===== src/rtl/fft_sched_pkg.sv =====
// rtl/fft_sched_pkg.sv - shared types and constants for the fft frame scheduler
package fft_sched_pkg;

  typedef enum logic [1:0] {S_IDLE, S_XFER, S_PAD} state_t;

  typedef logic chan_t;

  localparam logic [15:0] DROP_MAX = 16'hFFFF;

endpackage


===== src/rtl/fft_frame_sched_if.sv =====
// rtl/fft_frame_sched_if.sv - source, core and result signals of the fft frame scheduler
interface fft_frame_sched_if #(
  parameter int STAGES = 10,
  parameter int RW     = 16,
  parameter int IW     = 16
);

  logic              s0_valid, s0_ready, s0_sop;
  logic [RW-1:0]     s0_re;
  logic [IW-1:0]     s0_im;
  logic              s1_valid, s1_ready, s1_sop;
  logic [RW-1:0]     s1_re;
  logic [IW-1:0]     s1_im;

  logic              f_ien;
  logic [STAGES-1:0] f_iaddr;
  logic [RW-1:0]     f_ire;
  logic [IW-1:0]     f_iim;
  logic              f_oen;
  logic [RW-1:0]     f_ore;
  logic [IW-1:0]     f_oim;
  logic [STAGES-1:0] f_oaddr;

  logic              r_valid, r_chan, r_sop, r_eop;
  logic [STAGES-1:0] r_addr;
  logic [RW-1:0]     r_re;
  logic [IW-1:0]     r_im;

  modport master (
    input  s0_valid, s0_sop, s0_re, s0_im,
    input  s1_valid, s1_sop, s1_re, s1_im,
    input  f_oen, f_ore, f_oim, f_oaddr,
    output s0_ready, s1_ready,
    output f_ien, f_iaddr, f_ire, f_iim,
    output r_valid, r_chan, r_sop, r_eop, r_addr, r_re, r_im
  );

  modport slave (
    output s0_valid, s0_sop, s0_re, s0_im,
    output s1_valid, s1_sop, s1_re, s1_im,
    output f_oen, f_ore, f_oim, f_oaddr,
    input  s0_ready, s1_ready,
    input  f_ien, f_iaddr, f_ire, f_iim,
    input  r_valid, r_chan, r_sop, r_eop, r_addr, r_re, r_im
  );

endinterface


===== src/rtl/fft_tag_fifo.sv =====
// rtl/fft_tag_fifo.sv - channel-tag FIFO, one entry per frame in flight in the core
module fft_tag_fifo
  import fft_sched_pkg::*;
#(
  parameter int DEPTH = 4
) (
  input  logic  clk,
  input  logic  rst,
  input  logic  push,
  input  chan_t din,
  input  logic  pop,
  output chan_t dout,
  output logic  full,
  output logic  empty
);

  localparam int AW = $clog2(DEPTH);

  chan_t         mem [DEPTH];
  logic [AW:0]   wptr, rptr;
  logic          do_push, do_pop;

  // A push into a full queue is allowed only when the head leaves in the same cycle.
  assign do_push = push && (!full || pop);
  assign do_pop  = pop && !empty;

  assign empty = (wptr == rptr);
  assign full  = (wptr[AW] != rptr[AW]) && (wptr[AW-1:0] == rptr[AW-1:0]);
  assign dout  = mem[rptr[AW-1:0]];

  always_ff @(posedge clk) begin
    if (rst) begin
      wptr <= '0;
      rptr <= '0;
    end else begin
      if (do_push) wptr <= wptr + 1'b1;
      if (do_pop)  rptr <= rptr + 1'b1;
    end
  end

  always_ff @(posedge clk) begin
    if (do_push) mem[wptr[AW-1:0]] <= din;
  end

endmodule


===== src/rtl/fft_frame_sched.sv =====
// rtl/fft_frame_sched.sv - two-channel frame scheduler in front of a streaming fft core
// Optional zero-padding of stalled frames: FFT_SCHED_PAD_EN.
module fft_frame_sched
  import fft_sched_pkg::*;
#(
  parameter int STAGES    = 10,
  parameter int RW        = 16,
  parameter int IW        = 16,
  parameter int TAG_DEPTH = 4,
  parameter int PAD_TMO   = 64
) (
  input  logic               iclk,
  input  logic               rst,
  fft_frame_sched_if.master  bus,
  output logic               busy,
  output logic [15:0]        drop_cnt
);

  localparam logic [STAGES-1:0] LAST = '1;

  state_t            state, state_nxt;
  chan_t             gnt, last, gnt_nxt;
  logic [STAGES-1:0] cnt, frame_out;
  logic              req0, req1, grant, hs;
  logic              rdy0, rdy1;
  logic              g_valid, g_sop;
  logic [RW-1:0]     g_re;
  logic [IW-1:0]     g_im;
  logic              idle_drop0, idle_drop1, sop_err, oen_err;
  logic [1:0]        drop_inc;
  logic [16:0]       drop_sum;
  logic              tag_pop, tag_full, tag_empty;
  chan_t             tag_head;

  logic              f_ien_q;
  logic [STAGES-1:0] f_iaddr_q, r_addr_q;
  logic [RW-1:0]     f_ire_q, r_re_q;
  logic [IW-1:0]     f_iim_q, r_im_q;
  logic              r_valid_q, r_chan_q, r_sop_q, r_eop_q;

`ifdef FFT_SCHED_PAD_EN
  localparam int SW = $clog2(PAD_TMO + 1);
  logic [SW-1:0] stall_cnt;
`endif

  assign req0    = bus.s0_valid && bus.s0_sop;
  assign req1    = bus.s1_valid && bus.s1_sop;
  assign gnt_nxt = (req0 && req1) ? ~last : chan_t'(req1);
  assign g_valid = gnt ? bus.s1_valid : bus.s0_valid;
  assign g_sop   = gnt ? bus.s1_sop   : bus.s0_sop;
  assign g_re    = gnt ? bus.s1_re    : bus.s0_re;
  assign g_im    = gnt ? bus.s1_im    : bus.s0_im;

  always_ff @(posedge iclk) begin
    if (rst) state <= S_IDLE;
    else     state <= state_nxt;
  end

  always_comb begin
    state_nxt  = state;
    rdy0       = 1'b0;
    rdy1       = 1'b0;
    grant      = 1'b0;
    hs         = 1'b0;
    idle_drop0 = 1'b0;
    idle_drop1 = 1'b0;
    case (state)
      S_IDLE: begin
        // Stray mid-frame samples are swallowed so a misaligned source can resync.
        idle_drop0 = bus.s0_valid && !bus.s0_sop;
        idle_drop1 = bus.s1_valid && !bus.s1_sop;
        rdy0       = idle_drop0;
        rdy1       = idle_drop1;
        if ((req0 || req1) && !tag_full) begin
          grant     = 1'b1;
          state_nxt = S_XFER;
        end
      end
      S_XFER: begin
        rdy0 = !gnt;
        rdy1 = gnt;
        hs   = g_valid;
        if (hs && cnt == LAST)
          state_nxt = S_IDLE;
`ifdef FFT_SCHED_PAD_EN
        else if (!g_valid && stall_cnt == SW'(PAD_TMO - 1))
          state_nxt = S_PAD;
`endif
      end
      S_PAD: begin
`ifdef FFT_SCHED_PAD_EN
        if (cnt == LAST) state_nxt = S_IDLE;
`else
        state_nxt = S_IDLE;
`endif
      end
      default: state_nxt = S_IDLE;
    endcase
  end

  assign sop_err  = hs && g_sop && (cnt != '0);
  assign oen_err  = bus.f_oen && tag_empty;
  assign drop_inc = 2'(idle_drop0) + 2'(idle_drop1) + 2'(sop_err) + 2'(oen_err);
  assign drop_sum = 17'(drop_cnt) + 17'(drop_inc);
  assign tag_pop  = bus.f_oen && (frame_out == LAST);

  always_ff @(posedge iclk) begin
    if (rst) begin
      gnt       <= 1'b0;
      last      <= 1'b1;
      cnt       <= '0;
      f_ien_q   <= 1'b0;
      f_iaddr_q <= '0;
      f_ire_q   <= '0;
      f_iim_q   <= '0;
      drop_cnt  <= '0;
    end else begin
      f_ien_q  <= 1'b0;
      drop_cnt <= (drop_sum > 17'(DROP_MAX)) ? DROP_MAX : drop_sum[15:0];
      if (grant) begin
        gnt  <= gnt_nxt;
        last <= gnt_nxt;
        cnt  <= '0;
      end
      if (hs) begin
        f_ien_q   <= 1'b1;
        f_iaddr_q <= cnt;
        f_ire_q   <= g_re;
        f_iim_q   <= g_im;
        cnt       <= cnt + 1'b1;
      end
      if (state == S_PAD) begin
        f_ien_q   <= 1'b1;
        f_iaddr_q <= cnt;
        f_ire_q   <= '0;
        f_iim_q   <= '0;
        cnt       <= cnt + 1'b1;
      end
    end
  end

`ifdef FFT_SCHED_PAD_EN
  always_ff @(posedge iclk) begin
    if (rst || grant || hs)
      stall_cnt <= '0;
    else if (state == S_XFER && !g_valid && stall_cnt != SW'(PAD_TMO))
      stall_cnt <= stall_cnt + 1'b1;
  end
`endif

  always_ff @(posedge iclk) begin
    if (rst) begin
      frame_out <= '0;
      r_valid_q <= 1'b0;
      r_chan_q  <= 1'b0;
      r_sop_q   <= 1'b0;
      r_eop_q   <= 1'b0;
      r_addr_q  <= '0;
      r_re_q    <= '0;
      r_im_q    <= '0;
    end else begin
      r_valid_q <= bus.f_oen;
      r_sop_q   <= bus.f_oen && (frame_out == '0);
      r_eop_q   <= tag_pop;
      if (bus.f_oen) begin
        frame_out <= frame_out + 1'b1;
        r_chan_q  <= tag_empty ? 1'b0 : tag_head;
        r_addr_q  <= bus.f_oaddr;
        r_re_q    <= bus.f_ore;
        r_im_q    <= bus.f_oim;
      end
    end
  end

  fft_tag_fifo #(.DEPTH(TAG_DEPTH)) u_tag_fifo (
    .clk   (iclk),
    .rst   (rst),
    .push  (grant),
    .din   (gnt_nxt),
    .pop   (tag_pop),
    .dout  (tag_head),
    .full  (tag_full),
    .empty (tag_empty)
  );

  assign busy         = (state != S_IDLE);
  assign bus.s0_ready = rdy0;
  assign bus.s1_ready = rdy1;
  assign bus.f_ien    = f_ien_q;
  assign bus.f_iaddr  = f_iaddr_q;
  assign bus.f_ire    = f_ire_q;
  assign bus.f_iim    = f_iim_q;
  assign bus.r_valid  = r_valid_q;
  assign bus.r_chan   = r_chan_q;
  assign bus.r_sop    = r_sop_q;
  assign bus.r_eop    = r_eop_q;
  assign bus.r_addr   = r_addr_q;
  assign bus.r_re     = r_re_q;
  assign bus.r_im     = r_im_q;

endmodule


===== src/flat_wrapper.sv =====
// flat-port wrapper written by rule: the top's interface ports become plain ports
module fft_frame_sched_flat import fft_sched_pkg::*;
#(
  parameter int STAGES    = 10,
  parameter int RW        = 16,
  parameter int IW        = 16,
  parameter int TAG_DEPTH = 4,
  parameter int PAD_TMO   = 64
)
  (iclk, rst, busy, drop_cnt, bus_s0_valid, bus_s0_sop, bus_s0_re, bus_s0_im, bus_s1_valid, bus_s1_sop, bus_s1_re, bus_s1_im, bus_f_oen, bus_f_ore, bus_f_oim, bus_f_oaddr, bus_s0_ready, bus_s1_ready, bus_f_ien, bus_f_iaddr, bus_f_ire, bus_f_iim, bus_r_valid, bus_r_chan, bus_r_sop, bus_r_eop, bus_r_addr, bus_r_re, bus_r_im);
  fft_frame_sched_if #(.STAGES(STAGES), .RW(RW), .IW(IW)) bus_i ();
  input  logic iclk;
  input  logic rst;
  output logic busy;
  output logic [15:0] drop_cnt;
  input wire logic [$bits(bus_i.s0_valid)-1:0] bus_s0_valid;
  input wire logic [$bits(bus_i.s0_sop)-1:0] bus_s0_sop;
  input wire logic [$bits(bus_i.s0_re)-1:0] bus_s0_re;
  input wire logic [$bits(bus_i.s0_im)-1:0] bus_s0_im;
  input wire logic [$bits(bus_i.s1_valid)-1:0] bus_s1_valid;
  input wire logic [$bits(bus_i.s1_sop)-1:0] bus_s1_sop;
  input wire logic [$bits(bus_i.s1_re)-1:0] bus_s1_re;
  input wire logic [$bits(bus_i.s1_im)-1:0] bus_s1_im;
  input wire logic [$bits(bus_i.f_oen)-1:0] bus_f_oen;
  input wire logic [$bits(bus_i.f_ore)-1:0] bus_f_ore;
  input wire logic [$bits(bus_i.f_oim)-1:0] bus_f_oim;
  input wire logic [$bits(bus_i.f_oaddr)-1:0] bus_f_oaddr;
  output wire logic [$bits(bus_i.s0_ready)-1:0] bus_s0_ready;
  output wire logic [$bits(bus_i.s1_ready)-1:0] bus_s1_ready;
  output wire logic [$bits(bus_i.f_ien)-1:0] bus_f_ien;
  output wire logic [$bits(bus_i.f_iaddr)-1:0] bus_f_iaddr;
  output wire logic [$bits(bus_i.f_ire)-1:0] bus_f_ire;
  output wire logic [$bits(bus_i.f_iim)-1:0] bus_f_iim;
  output wire logic [$bits(bus_i.r_valid)-1:0] bus_r_valid;
  output wire logic [$bits(bus_i.r_chan)-1:0] bus_r_chan;
  output wire logic [$bits(bus_i.r_sop)-1:0] bus_r_sop;
  output wire logic [$bits(bus_i.r_eop)-1:0] bus_r_eop;
  output wire logic [$bits(bus_i.r_addr)-1:0] bus_r_addr;
  output wire logic [$bits(bus_i.r_re)-1:0] bus_r_re;
  output wire logic [$bits(bus_i.r_im)-1:0] bus_r_im;
  assign bus_i.s0_valid = bus_s0_valid;
  assign bus_i.s0_sop = bus_s0_sop;
  assign bus_i.s0_re = bus_s0_re;
  assign bus_i.s0_im = bus_s0_im;
  assign bus_i.s1_valid = bus_s1_valid;
  assign bus_i.s1_sop = bus_s1_sop;
  assign bus_i.s1_re = bus_s1_re;
  assign bus_i.s1_im = bus_s1_im;
  assign bus_i.f_oen = bus_f_oen;
  assign bus_i.f_ore = bus_f_ore;
  assign bus_i.f_oim = bus_f_oim;
  assign bus_i.f_oaddr = bus_f_oaddr;
  assign bus_s0_ready = bus_i.s0_ready;
  assign bus_s1_ready = bus_i.s1_ready;
  assign bus_f_ien = bus_i.f_ien;
  assign bus_f_iaddr = bus_i.f_iaddr;
  assign bus_f_ire = bus_i.f_ire;
  assign bus_f_iim = bus_i.f_iim;
  assign bus_r_valid = bus_i.r_valid;
  assign bus_r_chan = bus_i.r_chan;
  assign bus_r_sop = bus_i.r_sop;
  assign bus_r_eop = bus_i.r_eop;
  assign bus_r_addr = bus_i.r_addr;
  assign bus_r_re = bus_i.r_re;
  assign bus_r_im = bus_i.r_im;
  fft_frame_sched #(.STAGES(STAGES), .RW(RW), .IW(IW), .TAG_DEPTH(TAG_DEPTH), .PAD_TMO(PAD_TMO)) u_core (.iclk(iclk), .rst(rst), .bus(bus_i), .busy(busy), .drop_cnt(drop_cnt));
endmodule

===== config.mk =====
export PLATFORM = sky130hd
export DESIGN_NAME = fft_frame_sched_flat
export DESIGN_NICKNAME = d
export VERILOG_FILES = /design/src/rtl/fft_sched_pkg.sv /design/src/rtl/fft_frame_sched_if.sv /design/src/rtl/fft_tag_fifo.sv /design/src/rtl/fft_frame_sched.sv /design/src/flat_wrapper.sv
export SDC_FILE = /design/constraint.sdc
export NUM_CORES = 1
export LEC_CHECK = 0
export BUFFER_PORTS_ARGS = -buffer_cell sky130_fd_sc_hd__buf_2
export CAP_MARGIN = 20
export CORE_UTILIZATION = 30
export CTS_BUF_LIST = sky130_fd_sc_hd__clkbuf_4
export DETAILED_ROUTE_END_ITERATION = 8
export PLACE_DENSITY = 0.54
export SYNTH_ARGS = -nofsm -noshare
export SYNTH_HDL_FRONTEND = slang
export SYNTH_SLANG_ARGS = --single-unit

===== constraint.sdc =====
create_clock -name iclk -period 3.3 [get_ports iclk]
set_input_delay 0.33 -clock iclk [delete_from_list [all_inputs] [get_ports iclk]]
set_output_delay 0.33 -clock iclk [all_outputs]
set_load 0.1 [all_outputs]

==> run_results.csv, run 1 <==
group,metric,value,unit
run_status,status,"finished, final reports clean",
sta,setup_viol,0,
critical_path,startpoint_type,"flip-flop",
synth,yosysWarningCount,0,
sta,fin_crit,3.19,ns
critical_path,endpoint,"u_core.drop_cnt[12]$_SDFF_PP0_",
synth,synth_top_area_cell,"dfxtp_1",
synth,ys_top_cells_by_count,"dfxtp_1 (136), nor2_1 (97), mux2i_1 (77), nand2_1 (41), a21oi_1 (31)",
synth,synth_nets,745,
sta,worst_slack,0.110,ns
critical_path,rrSetupSlack,0.11,ns
synth,synth_flop_cell,"dfxtp_1",
clock_tree,cts_buffer_depth,2,
global_routing,grt_pass1_wl,24.7,mm
detailed_routing,drcViolationCount,0,
sta,clock_skew,0.0185,ns
critical_path,crit_fanout,5,
critical_path,crit_slowest_cell,"fa_1",
power,ir_worst_vdd,0.000259,V
global_routing,grt_max_degree,89,
final_layout,syn2layout_area_growth,38.2,%
critical_path,slowest_delay,0.55,ns
final_layout,fill_cells,2045,
final_layout,fin_area,0.00859,mm2
detailed_routing,routed_wl,15.0,mm
clock_tree,htreeDepth,4,
die,die_y,146,um
sta,fin_crit_sh,96.7,%
synth,synth_edf_count,4,
synth,synth.distinct_cells,59,
final_layout,drive_gt1_share,39.9,%
critical_path,worstReg2RegEnd,"u_core.drop_cnt[12]$_SDFF_PP0_",
die,die-area,0.0213,mm2
global_routing,grt_use_total,14.3,%
sta,setup_tns,0,ns
detailed_routing,wire_per_inst,12.8,um
critical_path,crit_buf_inv,3,
critical_path,arrival,3.61,ns
placement,io_buffers,220,
critical_path,r2r_cells,14,
synth,avgSynthCellArea,10.1,um2
critical_path,critPathTopFamily,"adder cells",
sta,relSlewSlack,33.8,%
die,rows,52,
placement,postPlaceCellArea,0.00769,mm2
synth,ys_seq_area_share,45.7,%
placement,dp_slack,0.0480,ns
critical_path,startpoint,"u_core.gnt$_SDFFE_PP0P_",
sta,fmax,0.314,GHz
die,die_width,146,um
die,core,0.0203,mm2
power,leakagePower,3.76,nW
detailed_routing,initialDrtViolationCount,169,
global_routing,antenna_found_initial,2,
clock_tree,cts_buffers,17,
detailed_routing,ant_nets,0,
final_layout,nets,1018,
sta,drv_slew,0,
detailed_routing,first_pass_iters,4,
worst_hold_path,min_path_cells,3,
clock_tree,root_buffer,"clkbuf_4",
synth,async_flop_share,0,%
die,ios,221,
synth,syn_area,0.00622,mm2
power,power,0.00438,W
critical_path,crit_chain,"mux2_4 > and2_4 > nand3_4 > fa_1 > inv_2 > ha_4 > ha_4 > inv_2 > fa_2 > nand3b_4 > nor4_4 > buf_4 > and4_1 > nor3_1",
flow_run,drv_cap,0,
clock_tree,cts_tree,"done",
worst_hold_path,hold_class,"input pin to flip-flop",
detailed_routing,vias,5231,
clock_tree,path_clk_slew,0.12,ns
global_routing,grt_pass1_vias,4973,
power,power_density,509,mW/mm2
critical_path,crit_cells,14,
critical_path,endpoint_kind,"flip-flop",
critical_path,required,3.72,ns
clock_tree,clock_latency,0.52,ns
synth,synth.most_common_cell,"dfxtp_1",
critical_path,reg2reg_from,"u_core.gnt$_SDFFE_PP0P_",
placement,dp_hpwl,10.1,mm
synth,synth_top_area_share,43.8,%
synth,synth-seq-cells,140,
final_layout,final_util,42.3,%
sta,final_hold_viol_count,0,
critical_path,crit_type,"flip-flop to flip-flop",
die,start_util,30.6,%
detailed_routing,viasPerCell,4.45,
clock_tree,clock-sinks,140,
synth,synth.area.top_cells,"dfxtp_1 (44%), mux2i_1 (12%), a211oi_2 (6.0%)",
placement,gp_congestion,0.732,
sta,rsz0062_at_grt,"true",
synth,syn-instance-count,618,
sta,tightest_slew,0.994,ns
global_routing,grt-ovfl-total,0,
[stage by stage]
stage          hold WS (ns)  std cells
2_1_floorplan         0.413        618
3_3_place_gp          0.444       1095
3_5_place_dp          0.447       1095
4_1_cts             0.00128       1168
5_1_grt              0.0189       1175
6_report             0.0662       1176
[how the worst min path moves through the flow]
| stage | from | end | slack, ns |
|---|---|---|---|
| floorplan | rst | u_core.bus.r_valid$_SDFF_PP0_ | 0.41 |
| global placement | u_core.bus.f_iaddr[2]$_SDFFE_PP0P_ | u_core.bus.f_iaddr[2]$_SDFFE_PP0P_ | 0.44 |
| detailed placement | u_core.bus.f_iaddr[2]$_SDFFE_PP0P_ | u_core.bus.f_iaddr[2]$_SDFFE_PP0P_ | 0.45 |
| CTS | bus_f_oaddr[6] | u_core.bus.r_addr[6]$_SDFFE_PP0P_ | 0.001 |
| global route | bus_f_oaddr[6] | u_core.bus.r_addr[6]$_SDFFE_PP0P_ | 0.02 |
| finish | bus_f_oaddr[6] | u_core.bus.r_addr[6]$_SDFFE_PP0P_ | 0.07 |
[registers in the layout, indices dropped and copies added, names as in the netlist, 3 cells and up, named ones only]
signal	count
u_core.frame_out	10
u_core.bus.r_addr	10
u_core.cnt	10
u_core.bus.f_ire	16
u_core.u_tag_fifo.wptr	3
u_core.bus.r_re	16
u_core.u_tag_fifo.mem	4
u_core.u_tag_fifo.rptr	3
u_core.bus.r_im	16
u_core.drop_cnt	16
u_core.bus.f_iaddr	10
u_core.bus.f_iim	16
[area by class of cell]
class | count | area [um2] | share of cell area [%]
multi-input cells | 423 | 3200 | 37.2
clock buffers | 20 | 150 | 1.75
diodes | 2 | 5.00 | 0.0582
repair buffers | 293 | 1770 | 20.6
clock inverters | 12 | 218 | 2.53
well taps | 270 | 338 | 3.93
inverters | 16 | 60.1 | 0.699
flip-flops and latches | 140 | 2860 | 33.2
[routing by layer]
metal  vias to the layer above  GRT usage [%]  wire length [um]
met3                        14           4.58               885
met4                         0           3.89               174
met2                       141           24.1              7210
met1                      2360           17.4              6770
li1                       2716              -                 -
met5                         -              0                 0
[cells by family after synthesis]
logic type,count (synthesis),synth area share [%]
and+or+nand+nor,211,16.7
DFF,140,45.7
AOI/OAI and AO/OA,94,13.6
muxes,82,13.5
buffers and inverters,55,4.35
xor gates and xnor gates,22,3.10
adders and majority gates,14,3.06
[where the power goes]
| group | total [W] | switching, W | leakage [nW] | internal (W) |
|---|---|---|---|---|
| combinational | 0.00114 | 0.000835 | 2.42 | 0.000301 |
| clock | 0.00140 | 0.000627 | 0.193 | 0.000777 |
| sequential | 0.00184 | 0.0000529 | 1.15 | 0.00178 |
| total | 0.00438 | 0.00152 | 3.76 | 0.00286 |
[worst register-to-register path: cells and delay by family (launching register included)]
family                     cells  cell delay [ns]
adders and majority gates      4             1.26
buffers and inverters          3             0.26
DFF                            1             0.38
muxes                          1             0.20
and+or+nand+nor                6             0.97
[cells in the final DEF (no fill, tap or decap), types with 4 or more instances in the layout]
master,n
nand3_1,10
ha_1,9
edfxtp_1,4
nor2_1,97
and3_1,5
xor2_1,8
a21oi_2,4
nor3_1,7
a311oi_2,5
a21oi_1,31
dfxtp_1,129
mux2i_1,77
nor2b_1,4
a211oi_2,30
dlygate4sd3_1,41
dfxtp_2,5
o21ai_0,6
xnor2_1,13
buf_2,219
nand2_1,40
bufinv_16,6
nand2b_1,4
inv_1,12
inv_2,4
clkbuf_4,20
and2_1,5
nand4_1,8
buf_4,32
[repair_timing]
item	CTS	global route
gates resized for setup	0	19
hold buffers	41	0
endpoints found under the setup margin	0	15
buffers inserted	0	6
hold endpoints to repair	41	0
No activity file was read; power rests on OpenSTA's default activity.
==> run 2, diff against run 1 <==
--- a/config.mk
+++ b/config.mk
@@ -10,7 +10,7 @@
 export CORE_UTILIZATION = 30
 export CTS_BUF_LIST = sky130_fd_sc_hd__clkbuf_4
 export DETAILED_ROUTE_END_ITERATION = 8
-export PLACE_DENSITY = 0.54
+export PLACE_DENSITY = 0.52
 export SYNTH_ARGS = -nofsm -noshare
 export SYNTH_HDL_FRONTEND = slang
 export SYNTH_SLANG_ARGS = --single-unit
==> constraint.sdc (replaced) <==
create_clock -name iclk -period 4.15 [get_ports iclk]
set_input_delay 0.415 -clock iclk [delete_from_list [all_inputs] [get_ports iclk]]
set_output_delay 0.415 -clock iclk [all_outputs]
set_load 0.1 [all_outputs]
==> run 2 against run 1 <==
Net effect: cell count down 5.7%; wire length shrank 5.1%; setup slack gained 0.26 ns; register-to-register slack improved by 0.26 ns; sequential share of layout area increased by 3.5 points; critical path depth decreased by 1.
==> run_results.csv, run 2 (same netlist as run 1, synthesis figures left out) <==
group,metric,value,unit
power,power_frac_comb,27.3,%
sta,fmax,0.265,GHz
placement,postPlaceCellArea,0.00751,mm2
global_routing,grt_pass1_wl,23.5,mm
clock_tree,clock_latency,0.52,ns
critical_path,slowest_delay,0.55,ns
critical_path,arrival,4.22,ns
critical_path,crit_type,"flip-flop to flip-flop",
global_routing,grt-ovfl-total,0,
detailed_routing,wire_per_inst,12.9,um
die,die_width,146,um
power,leakagePower,3.36,nW
power,switching_share,39.4,%
power,ir_worst_vdd,0.000176,V
worst_hold_path,min_path_cells,3,
sta,setup_viol,0,
critical_path,critPathTopFamily,"simple AND/OR/NAND/NOR gates",
power,p_int,0.00184,W
final_layout,drive_gt1_share,37.7,%
sta,rsz0062_at_grt,"false",
clock_tree,post_cts_resized,0,
sta,setup_tns,0,ns
critical_path,crit_buf_inv,2,
final_layout,fin_area,0.00773,mm2
global_routing,grt_pass1_vias,4746,
detailed_routing,initialDrtViolationCount,173,
sta,final_hold_viol_count,0,
critical_path,crit_cells,13,
die,core,0.0203,mm2
critical_path,crit_chain,"xnor2_1 > and3b_4 > nand2_1 > fa_1 > inv_1 > ha_1 > xnor2_1 > inv_1 > fa_1 > nand3b_2 > nor4_4 > nand2_2 > a21oi_1",
detailed_routing,vias,5042,
clock_tree,root_buffer,"clkbuf_4",
final_layout,layout_common_cells,"buf_2 (219), dfxtp_1 (134), nor2_1 (97)",
final_layout,fin_cells,1109,
sta,drv_slew,0,
die,ios,221,
sta,fin_crit_sh,91.0,%
critical_path,r2r_cells,13,
final_layout,syn2layout_area_growth,24.4,%
critical_path,endpoint_kind,"flip-flop",
clock_tree,cts_buffer_depth,2,
global_routing,grt_use_total,13.6,%
clock_tree,htreeDepth,4,
run_status,status,"finished, final reports clean",
detailed_routing,drcViolationCount,0,
critical_path,required,4.60,ns
sta,relSlewSlack,34.3,%
placement,dp_hpwl,10.2,mm
detailed_routing,ant_nets,0,
placement,dp.cells,1076,
sta,tightest_slew,0.985,ns
sta,clock_skew,0.0245,ns
clock_tree,cts_buffers,17,
clock_tree,cts_tree,"done",
die,start_util,30.6,%
power,seq_power_share,48.0,%
power,p_clk_share,24.7,%
clock_tree,post_cts_buffers,0,
clock_tree,path_clk_slew,0.13,ns
detailed_routing,first_pass_iters,4,
flow_run,drv_cap,0,
global_routing,antenna_found_initial,1,
critical_path,startpoint_type,"flip-flop",
worst_hold_path,hold_class,"input pin to flip-flop",
die,die_y,146,um
clock_tree,hold_buffers,0,
power,netSwitchingPower,0.00120,W
critical_path,crit_slowest_cell,"fa_1",
global_routing,grt_max_degree,89,
detailed_routing,routed_wl,14.3,mm
sta,fin_crit,3.78,ns
placement,gp_congestion,0.725,
detailed_routing,viasPerCell,4.55,
final_layout,nets,952,
power,power_density,393,mW/mm2
clock_tree,clock-sinks,140,
die,rows,52,
final_layout,final_common_cell,"buf_2",
placement,io_buffers,220,
die,die-area,0.0213,mm2
critical_path,crit_fanout,11,
[run 2: cell types whose count changed in the layout (fill, tap and decap cells not counted), moves of 4 or more]
cell,previous run,this run
buf_4,32,8
dlygate4sd3_1,41,0
inv_1,12,16
bufinv_16,6,0
inv_2,4,0
dfxtp_1,129,134
[run 2: power groups by stage]
stage,Clock [W],Sequential (W),Combinational (W)
after floorplan,0,0.00191,0.000260
after global placement,0,0.00149,0.000839
after detailed placement,0,0.00149,0.000839
after CTS,0.000807,0.00146,0.000840
after global routing,0.000853,0.00147,0.000881
final,0.000750,0.00146,0.000830
[run 2: tightest hold or removal path: cells and delay by family]
family | cells | cell delay [ns]
AND/OR/NAND/NOR | 1 | 0.07
multiplexers | 1 | 0.05
buffers and inverters | 1 | 0.08
[run 2: routing by layer]
metal  part of all wire [%]  global-route usage, %  up-vias
met1                     47                   16.8     2302
met5                      0                      0        -
met4                   0.99                   4.26        0
met2                     46                   22.6      144
li1                       -                      -     2587
met3                    6.0                   4.33        9
[run 2: final cells by class]
cell class                      instances  area (um2)
Tap cell                              270         338
Multi-Input combinational cell        423        3110
Clock inverter                         15        97.6
Clock buffer                           17         128
Sequential cell                       140        2850
Antenna cell                            1        2.50
Inverter                               16        60.1
Timing Repair Buffer                  227        1160
Fill cell                            2122       12600
[run 2: through the flow]
stage	total power, W	utilization, %	hold slack (ns)	setup WS [ns]
floorplan	0.00216	-	0.447	0.0280
global placement	0.00233	37.0	0.442	0.297
detailed placement	0.00233	37.0	0.443	0.251
CTS	0.00311	38.1	0.0404	0.194
global route	0.00321	38.1	0.0436	0.0505
finish	0.00304	38.1	0.120	0.375
[run 2: path summary, 6_finish.rpt]
path	slack [ns]	from	endpoint
setup / recovery	0.37	u_core.u_tag_fifo.wptr[1]$_SDFFE_PP0P_	u_core.drop_cnt[1]$_SDFF_PP0_
hold / removal	0.12	bus_f_oaddr[0]	u_core.bus.r_addr[0]$_SDFFE_PP0P_
setup reg to reg	0.37	u_core.u_tag_fifo.wptr[1]$_SDFFE_PP0P_	u_core.drop_cnt[1]$_SDFF_PP0_
hold reg to reg	0.46	u_core.bus.f_iaddr[8]$_SDFFE_PP0P_	u_core.bus.f_iaddr[8]$_SDFFE_PP0P_
